==> src/rtl/axi_reg_pkg.sv <==
// Shared types and width helpers for the AXI4-Lite register write path.
//   axi_resp_t  : 2-bit B-channel response code (OKAY / SLVERR)
//   wr_state_t  : write controller states (IDLE, WRITE, RESP)
//   strb_width  : number of byte lanes for a data width
//   ofs_width   : byte-offset bits within one data word
//   idx_width   : register-index bits for a register count (at least 1)
package axi_reg_pkg;

    typedef logic [1:0] axi_resp_t;

    localparam axi_resp_t RESP_OKAY   = 2'b00;
    localparam axi_resp_t RESP_SLVERR = 2'b10;

    typedef enum logic [1:0] {
        IDLE  = 2'd0,
        WRITE = 2'd1,
        RESP  = 2'd2
    } wr_state_t;

    function automatic int strb_width(input int data_w);
        return data_w / 8;
    endfunction

    function automatic int ofs_width(input int data_w);
        return $clog2(data_w / 8);
    endfunction

    function automatic int idx_width(input int num_regs);
        return (num_regs > 1) ? $clog2(num_regs) : 1;
    endfunction

endpackage

==> src/rtl/axi_reg_write_ctrl_lane_mask.sv <==
// Per-byte write-enable generator.
//   ofs     : byte offset of the access inside the data word
//   strb    : write strobes from the W channel
//   en      : qualifies the whole result (low -> no lane enabled)
//   enables : strobes restricted to lanes ofs .. STRB_W-1
module lane_mask_gen #(
    parameter  int STRB_W = 4,
    localparam int OFS_W  = $clog2(STRB_W)
) (
    input  logic [OFS_W-1:0]  ofs,
    input  logic [STRB_W-1:0] strb,
    input  logic              en,
    output logic [STRB_W-1:0] enables
);

    // Shifting an all-ones vector left by ofs clears exactly the lanes below ofs.
    logic [STRB_W-1:0] lane_mask;

    assign lane_mask = {STRB_W{1'b1}} << ofs;
    assign enables   = en ? (strb & lane_mask) : '0;

endmodule

==> src/rtl/axi_reg_write_ctrl.sv <==
// AXI4-Lite write-path controller for a register block.
//   clk, rst               : clock (rising edge), asynchronous active-high reset
//   s_aw*                  : write-address channel, one-deep buffered
//   s_w*                   : write-data channel, one-deep buffered
//   s_b*                   : write-response channel (OKAY, or SLVERR for a bad index)
//   reg_we                 : per-byte write-enable, one-cycle pulse in WRITE
//   reg_idx, reg_wdata     : target register and unshifted data, held outside WRITE
// AW and W are accepted in any order; once both are held the write is issued,
// and no new AW/W is accepted until the B handshake completes.
module axi_reg_write_ctrl
    import axi_reg_pkg::*;
#(
    parameter  int DATA_W   = 32,
    parameter  int ADDR_W   = 8,
    parameter  int NUM_REGS = 16,
    localparam int STRB_W   = strb_width(DATA_W),
    localparam int OFS_W    = ofs_width(DATA_W),
    localparam int IDX_W    = idx_width(NUM_REGS)
) (
    input  logic              clk,
    input  logic              rst,
    input  logic              s_awvalid,
    output logic              s_awready,
    input  logic [ADDR_W-1:0] s_awaddr,
    input  logic              s_wvalid,
    output logic              s_wready,
    input  logic [DATA_W-1:0] s_wdata,
    input  logic [STRB_W-1:0] s_wstrb,
    output logic              s_bvalid,
    input  logic              s_bready,
    output logic [1:0]        s_bresp,
    output logic [STRB_W-1:0] reg_we,
    output logic [IDX_W-1:0]  reg_idx,
    output logic [DATA_W-1:0] reg_wdata
);

    // Full word-index width of the address, before truncation to IDX_W.
    localparam int                WIDX_W     = ADDR_W - OFS_W;
    localparam logic [WIDX_W:0]   NUM_REGS_X = (WIDX_W + 1)'(NUM_REGS);

    wr_state_t         state_q, state_d;
    logic              aw_full_q, aw_full_d;
    logic              w_full_q, w_full_d;
    axi_resp_t         bresp_q, bresp_d;
    logic [ADDR_W-1:0] addr_q;
    logic [DATA_W-1:0] data_q;
    logic [STRB_W-1:0] strb_q;
    logic [IDX_W-1:0]  idx_hold_q;
    logic [DATA_W-1:0] wdata_hold_q;

    logic              aw_fire, w_fire, in_write, err;
    logic [WIDX_W-1:0] word_idx;
    logic [OFS_W-1:0]  byte_ofs;

    // Readies depend on registered state only, never on the valid inputs.
    assign s_awready = (state_q == IDLE) & ~aw_full_q;
    assign s_wready  = (state_q == IDLE) & ~w_full_q;
    assign aw_fire   = s_awvalid & s_awready;
    assign w_fire    = s_wvalid & s_wready;

    assign in_write = (state_q == WRITE);
    assign word_idx = addr_q[ADDR_W-1:OFS_W];
    assign byte_ofs = addr_q[OFS_W-1:0];
    assign err      = ({1'b0, word_idx} >= NUM_REGS_X);

    lane_mask_gen #(
        .STRB_W (STRB_W)
    ) u_lane_mask (
        .ofs     (byte_ofs),
        .strb    (strb_q),
        .en      (in_write & ~err),
        .enables (reg_we)
    );

    // Present the live transaction during WRITE, otherwise the last one issued.
    assign reg_idx   = in_write ? word_idx[IDX_W-1:0] : idx_hold_q;
    assign reg_wdata = in_write ? data_q : wdata_hold_q;
    assign s_bvalid  = (state_q == RESP);
    assign s_bresp   = bresp_q;

    // NOTE: every variable gets its default before the case so no path leaves it unassigned, which would infer a latch.
    always_comb begin
        state_d   = state_q;
        aw_full_d = aw_full_q;
        w_full_d  = w_full_q;
        bresp_d   = bresp_q;
        unique case (state_q)
            IDLE: begin
                if (aw_fire) aw_full_d = 1'b1;
                if (w_fire)  w_full_d  = 1'b1;
                // Includes this cycle's captures, so a same-cycle pair goes straight to WRITE.
                if (aw_full_d && w_full_d) state_d = WRITE;
            end
            WRITE: begin
                aw_full_d = 1'b0;
                w_full_d  = 1'b0;
                bresp_d   = err ? RESP_SLVERR : RESP_OKAY;
                state_d   = RESP;
            end
            RESP: begin
                if (s_bready) state_d = IDLE;
            end
            default: state_d = IDLE;
        endcase
    end

    // NOTE: sequential state uses non-blocking assignments so every register samples pre-edge values.
    always_ff @(posedge clk or posedge rst) begin
        if (rst) begin
            state_q      <= IDLE;
            aw_full_q    <= 1'b0;
            w_full_q     <= 1'b0;
            bresp_q      <= RESP_OKAY;
            idx_hold_q   <= '0;
            wdata_hold_q <= '0;
        end else begin
            state_q   <= state_d;
            aw_full_q <= aw_full_d;
            w_full_q  <= w_full_d;
            bresp_q   <= bresp_d;
            if (in_write) begin
                idx_hold_q   <= word_idx[IDX_W-1:0];
                wdata_hold_q <= data_q;
            end
        end
    end

    // NOTE: payload buffers carry no reset; their contents are only consumed while the matching full flag is set.
    always_ff @(posedge clk) begin
        if (aw_fire) addr_q <= s_awaddr;
        if (w_fire) begin
            data_q <= s_wdata;
            strb_q <= s_wstrb;
        end
    end

endmodule

==> config.mk <==
export PLATFORM = sky130hd
export DESIGN_NAME = axi_reg_write_ctrl
export DESIGN_NICKNAME = d
export VERILOG_FILES = /design/src/rtl/axi_reg_pkg.sv /design/src/rtl/axi_reg_write_ctrl_lane_mask.sv /design/src/rtl/axi_reg_write_ctrl.sv
export SDC_FILE = /design/constraint.sdc
export NUM_CORES = 1
export LEC_CHECK = 0
export BUFFER_PORTS_ARGS = -buffer_cell sky130_fd_sc_hd__buf_2
export CAP_MARGIN = 15
export CORE_ASPECT_RATIO = 0.6
export CORE_MARGIN = 8
export CORE_UTILIZATION = 40
export DETAILED_ROUTE_END_ITERATION = 8
export PLACE_DENSITY = 0.64
export SLEW_MARGIN = 30
export SYNTH_ARGS = -nofsm -noshare
export SYNTH_HDL_FRONTEND = slang
export SYNTH_SLANG_ARGS = --single-unit
==> constraint.sdc <==
create_clock -name clk -period 2.5 [get_ports clk]
set_input_delay 0.5 -clock clk [delete_from_list [all_inputs] [get_ports clk]]
set_output_delay 0.5 -clock clk [all_outputs]
set_load 0.005 [all_outputs]
# Word-level counts from Yosys, hierarchy flattened
# Cells that the tools add are included.
[word_totals] register_bits=86 out_inout_bits=45 elab_cells=41
[classes] order_cmp=1 eq_ne=4 shifts=1 mux=13 bitwise_logic=9 reduce_logical=4
[ops] operator="$mux 32" count=1
[ops] operator="$mux 4" count=2
[ops] operator="$ge 6x5->1 const B" count=1
[ops] operator="$mux 2" count=3
[ops] operator="$pmux 2 s3" count=1
[ops] operator="$and 1x1->1" count=5
[ops] operator="$and 4x4->4" count=1
[ops] operator="$mux 1" count=4
[ops] operator="$ne 2x1->1 const B" count=2
[ops] operator="$pmux 1 s2" count=2
[ops] operator="$shl 4x2->4 const A" count=1
[ops] operator="$not 1->1" count=3
[ops] operator="$eq 2x1->1 const B" count=1
[ops] operator="$eq 2x2->1 const B" count=1
[ops] operator="$logic_not 2->1" count=1
[ops] operator="$reduce_and 2->1" count=1
[ops] operator="$reduce_bool 2->1" count=1
[ops] operator="$logic_and 1x1->1" count=1

# Logic depth before layout (Yosys ltp)
[depth] depth_word=8 mapped_depth=4 ltp_nobuf=2

# Hierarchy
# A second synthesis with hierarchy kept.
[hier_totals] hier_cells=151 area_unflattened_um2=3101.7
[by_module_without_submodules] mod="axi_reg_write_ctrl" instances=1 cells_per_inst=146 area_per_inst_um2=3064.2 seq_area_each_um2=2347.3
[by_module_without_submodules] mod="lane_mask_gen" instances=1 cells_per_inst=5 area_per_inst_um2=37.5 seq_area_each_um2=0.0

# Worst setup path after synthesis
# No wires, ideal clock.
[synth_path] path_type="flip-flop to flip-flop" from="register state_q[1]" to="register data_q[0] (enable)" setup_ns=0.397 arrival_ns=1.636 setup_slack_ns=0.467 stages_incl_launch_ff=3 period_less_slack_ns=2.033 path_cell_list="dfrtp_1 -> nor3_1 -> and2_1"
[synth_between] elab_chain_cells=3
[synth_lines] item="start: declaration" line_no="axi_reg_write_ctrl.sv:41" rtl="wr_state_t state_q, state_d;"
[synth_lines] item="start signal: assignment" line_no="axi_reg_write_ctrl.sv:117" rtl="state_q <= state_d;"
[synth_lines] item="$logic_not 2->1" line_no="axi_reg_write_ctrl.sv:57" rtl="assign s_wready = (state_q == IDLE) & ~w_full_q;"
[synth_lines] item="$and 1x1->1" line_no="axi_reg_write_ctrl.sv:57"
[synth_lines] item="net s_wready" line_no="axi_reg_write_ctrl.sv:26" rtl="output logic s_wready,"
[synth_lines] item="$and 1x1->1" line_no="axi_reg_write_ctrl.sv:59" rtl="assign w_fire = s_wvalid & s_wready;"
[synth_lines] item="net w_fire" line_no="axi_reg_write_ctrl.sv:51" rtl="logic aw_fire, w_fire, in_write, err;"
[synth_lines] item="end signal: assignment" line_no="axi_reg_write_ctrl.sv:132" rtl="data_q <= s_wdata;"
[synth_lines] item="end: declaration" line_no="axi_reg_write_ctrl.sv:46" rtl="logic [DATA_W-1:0] data_q;"
# The timed path passes the listed nets, and every way through them passes these cells.
# A chain may end at the register's enable or synchronous reset.

# Worst setup path in the final report
[layout_path] from="register state_q[1]" to="output port reg_wdata[3]"
[layout_between] elab_chain_cells=2
[layout_lines] item="$eq 2x1->1" line_no="axi_reg_write_ctrl.sv:61" rtl="assign in_write = (state_q == WRITE);"
[layout_lines] item="$mux 32"
[layout_lines] item="end: declaration" line_no="axi_reg_write_ctrl.sv:34" rtl="output logic [DATA_W-1:0] reg_wdata"
# Every way passes these cells.

==> summary.txt <==
Outcome
  • Status: completed

Timing
  • Final hold vios: 0
  • Skew final: 6.33 ps
  • RSZ-0062 raised after global routing: false
  • Max-slew violations: 0
  • Crit path time final: 2350 ps
  • Setup_tns: 0 ps
  • Worst Tran Pin Value: 585 ps
  • Final period utilization: 94.1%
  • Final setup violation count: 0
  • Fmax: 425 MHz
  • Rel. slew slack: 60.9%

Setup path
  • Worst path max stage delay: 480 ps
  • Worst Setup End Kind: output port
  • Crit path from: state_q[1]
  • Req. time, crit path: 2000 ps
  • Startpoint class of the critical path: flop
  • R2R setup slack: 930 ps
  • Crit path DAT: 1850 ps
  • Worst r2r src: state_q[1]
  • CP cell instances: nor2b_4 > buf_4 > mux2_2 > buf_2
  • Critical Path Fanout Max: 22
  • WS Path Type: flop to output port
  • CP max-delay cell: dfrtp_1

Placed design
  • IO buf count: 92
  • Post-DP HPWL: 4.46 mm
  • GP Congestion: 0.776

Route
  • DR pass1 iterations: 4
  • Drt drc: 0
  • Iter 0 DRT Violations: 80
  • Via count: 1622
  • WL/cell: 16.4 um
  • Routed Antenna Nets: 0
  • Total Wirelength: 6.07 mm
  • Avg Vias per Cell: 4.40

Synth
  • Adder-cell area share of the yosys netlist: 0%
  • Post-synth top cells: edfxtp_1 (44), dfrtp_1 (41), mux2_4 (30), mux2_2 (6)
  • Most frequent cell after synthesis: edfxtp_1
  • Main combinational cell family by area after synthesis: multiplexers
  • Synthesized Nets: 201
  • Post-synthesis sequential area ratio: 75.6%
  • Ys Warns: 0
  • EDFF count, synth: 44
  • Cells after Synth: 152
  • XOR/XNOR share of the synthesized area: 0%
  • Post-synthesis register bit count: 85
  • Ys flop type: edfxtp_1
  • Synth cell types: 24
  • Dominant cell type by area after synthesis: edfxtp_1
  • Asr flop ratio synth: 48.2%
  • Mean Syn Cell Area: 20.4 um^2
  • Cell Area, Synth: 3110 um^2
  • Fraction of the mapped netlist area in simple logic gates: 3.71%
  • Mux cell area share after synthesis: 16.7%
  • Post-synth top area share: 42.5%
  • Top cells by area, synth: edfxtp_1 (43%), dfrtp_1 (33%), mux2_4 (15%), mux2_2 (2.2%), buf_12 (1.9%)
  • Synth Area in Compound Gates: 1.01%

Clocking
  • Root Driver: clkbuf_16
  • # H-tree levels: 3
  • CTS max path bufs: 2
  • Setup repair bufs after CTS: 0
  • CTS Sinks: 85
  • Clk_lat worst skew: 330 ps
  • Clk pin slew, worst setup/hold paths: 60 ps
  • CTS tree: yes
  • Cts bufs inserted: 9
  • Cts repair resizes: 0
  • Post-CTS Hold Fix Bufs: 0

Min path
  • Hold Crit Class: primary input to async pin

Floorplan
  • DIE HEIGHT: 84.3 um
  • Die area: 10900 um^2
  • Core region area: 7690 um^2
  • Initial Util: 40.4%
  • Die X: 130 um
  • Row count: 25
  • Io pins: 94

Final layout
  • Storage cell area: 2350 um^2
  • Fillers: 673
  • Area growth syn-to-layout: 27.4%
  • Antenna cell count: 0
  • Layout net count: 305
  • Final Util: 51.4%
  • Layout cells sized above 1: 57.9%
  • Multi-input gate area: 674 um^2

Global routing
  • GRT overflow: 0
  • Initial antenna violation count: 0
  • Pin count of the biggest net entering global routing: 28
  • Global-route wire length before repair: 9.56 mm
  • Number of global-route vias before repair: 1815
  • Gr usage total: 11.7%

Pwr
  • PwrDens: 1270 nW/um^2
  • P_leak: 1.76 nW
  • VDD IR max: 0.441 mV

Flow run
  • Max cap viols: 0
## layout by cell type (no fill, tap or decap)
cell type	n
buf_4	6
dfrtp_1	41
and3b_1	1
nor2_1	1
mux2_4	30
nand2b_1	1
or2b_1	1
o21a_1	2
o21ai_0	1
and2_1	2
o22ai_1	1
nor4b_2	1
inv_1	2
clkinv_1	1
clkinv_2	2
nor2b_4	1
edfxtp_1	44
nor3_1	3
and2b_1	2
inv_2	1
clkbuf_1	2
and3_1	2
and2_2	1
nand2_1	1
clkinvlp_4	1
mux2_2	6
a21oi_1	1
bufinv_16	1
clkbuf_16	9
conb_1	1
buf_2	92
## metal layers
metal	wire, um	part of all wire (%)	GRT usage (%)	vias to the layer above
met5	0	0	0	-
li1	-	-	-	759
met4	53	0.87	5.03	0
met1	2910	48	15.1	793
met3	570	9.4	6.01	6
met2	2530	42	16.0	64
## critical path, delay by kind of cell, from the launching register on
| kind | cells | cell delay [ps] |
|---|---|---|
| multiplexers | 1 | 400 |
| flip-flops | 1 | 480 |
| AND/OR/NAND/NOR | 1 | 150 |
| buffers and inverters | 2 | 500 |
## registers in the layout, summed over array words and instances, names as in the netlist
signal and cells:
state_q 2, w_full_q 1, data_q 32, aw_full_q 1
wdata_hold_q 32, idx_hold_q 4, s_bresp 1, addr_q 8
strb_q 4
## stage by stage
step                setup WS (ps)  std cells  power [W]  area (um^2)  hold slack (ps)
floorplan                     467        152    0.00321         3110              477
global placement              508        353    0.00379         3670              470
detailed placement            471        353    0.00382         3670              478
CTS                           107        369    0.00510         3960              248
global route                 39.5        369    0.00531         3960              277
finish                        148        369    0.00501         3960              232
## kinds of logic (layout without fill, tap and decap cells)
| family | after synthesis | count (layout) |
|---|---|---|
| buf+inv | 8 | 117 |
| simple gates | 17 | 17 |
| flops | 85 | 85 |
| mux | 36 | 36 |
| compound gates | 5 | 5 |
| other cells | 1 | 1 |
## path summary, 6_finish.rpt
path | endpoint | depth (start not counted)
worst max-delay path | reg_wdata[3] | 4
worst min register to register | wdata_hold_q[0] | 1
min in group clk | data_q[20] | 1
worst min-delay path | wdata_hold_q[6] | 2
worst max register to register | data_q[8] | 3
max in group asynchronous | s_bresp[1] | 3
## power by group
group,switching [W],internal (W)
registers,0.000158,0.00197
logic,0.000708,0.000923
clock network,0.000484,0.000766
## cell type report
cell class / count / share of cell area [%]
Timing Repair Buffer: 98 / 12.8
Tap cell: 108 / 3.41
Multi-Input combinational cell: 59 / 17.0
Sequential cell: 85 / 59.3
Clock buffer: 11 / 5.88
Clock inverter: 5 / 1.30
Inverter: 3 / 0.285
(Power assumes the default switching activity.)
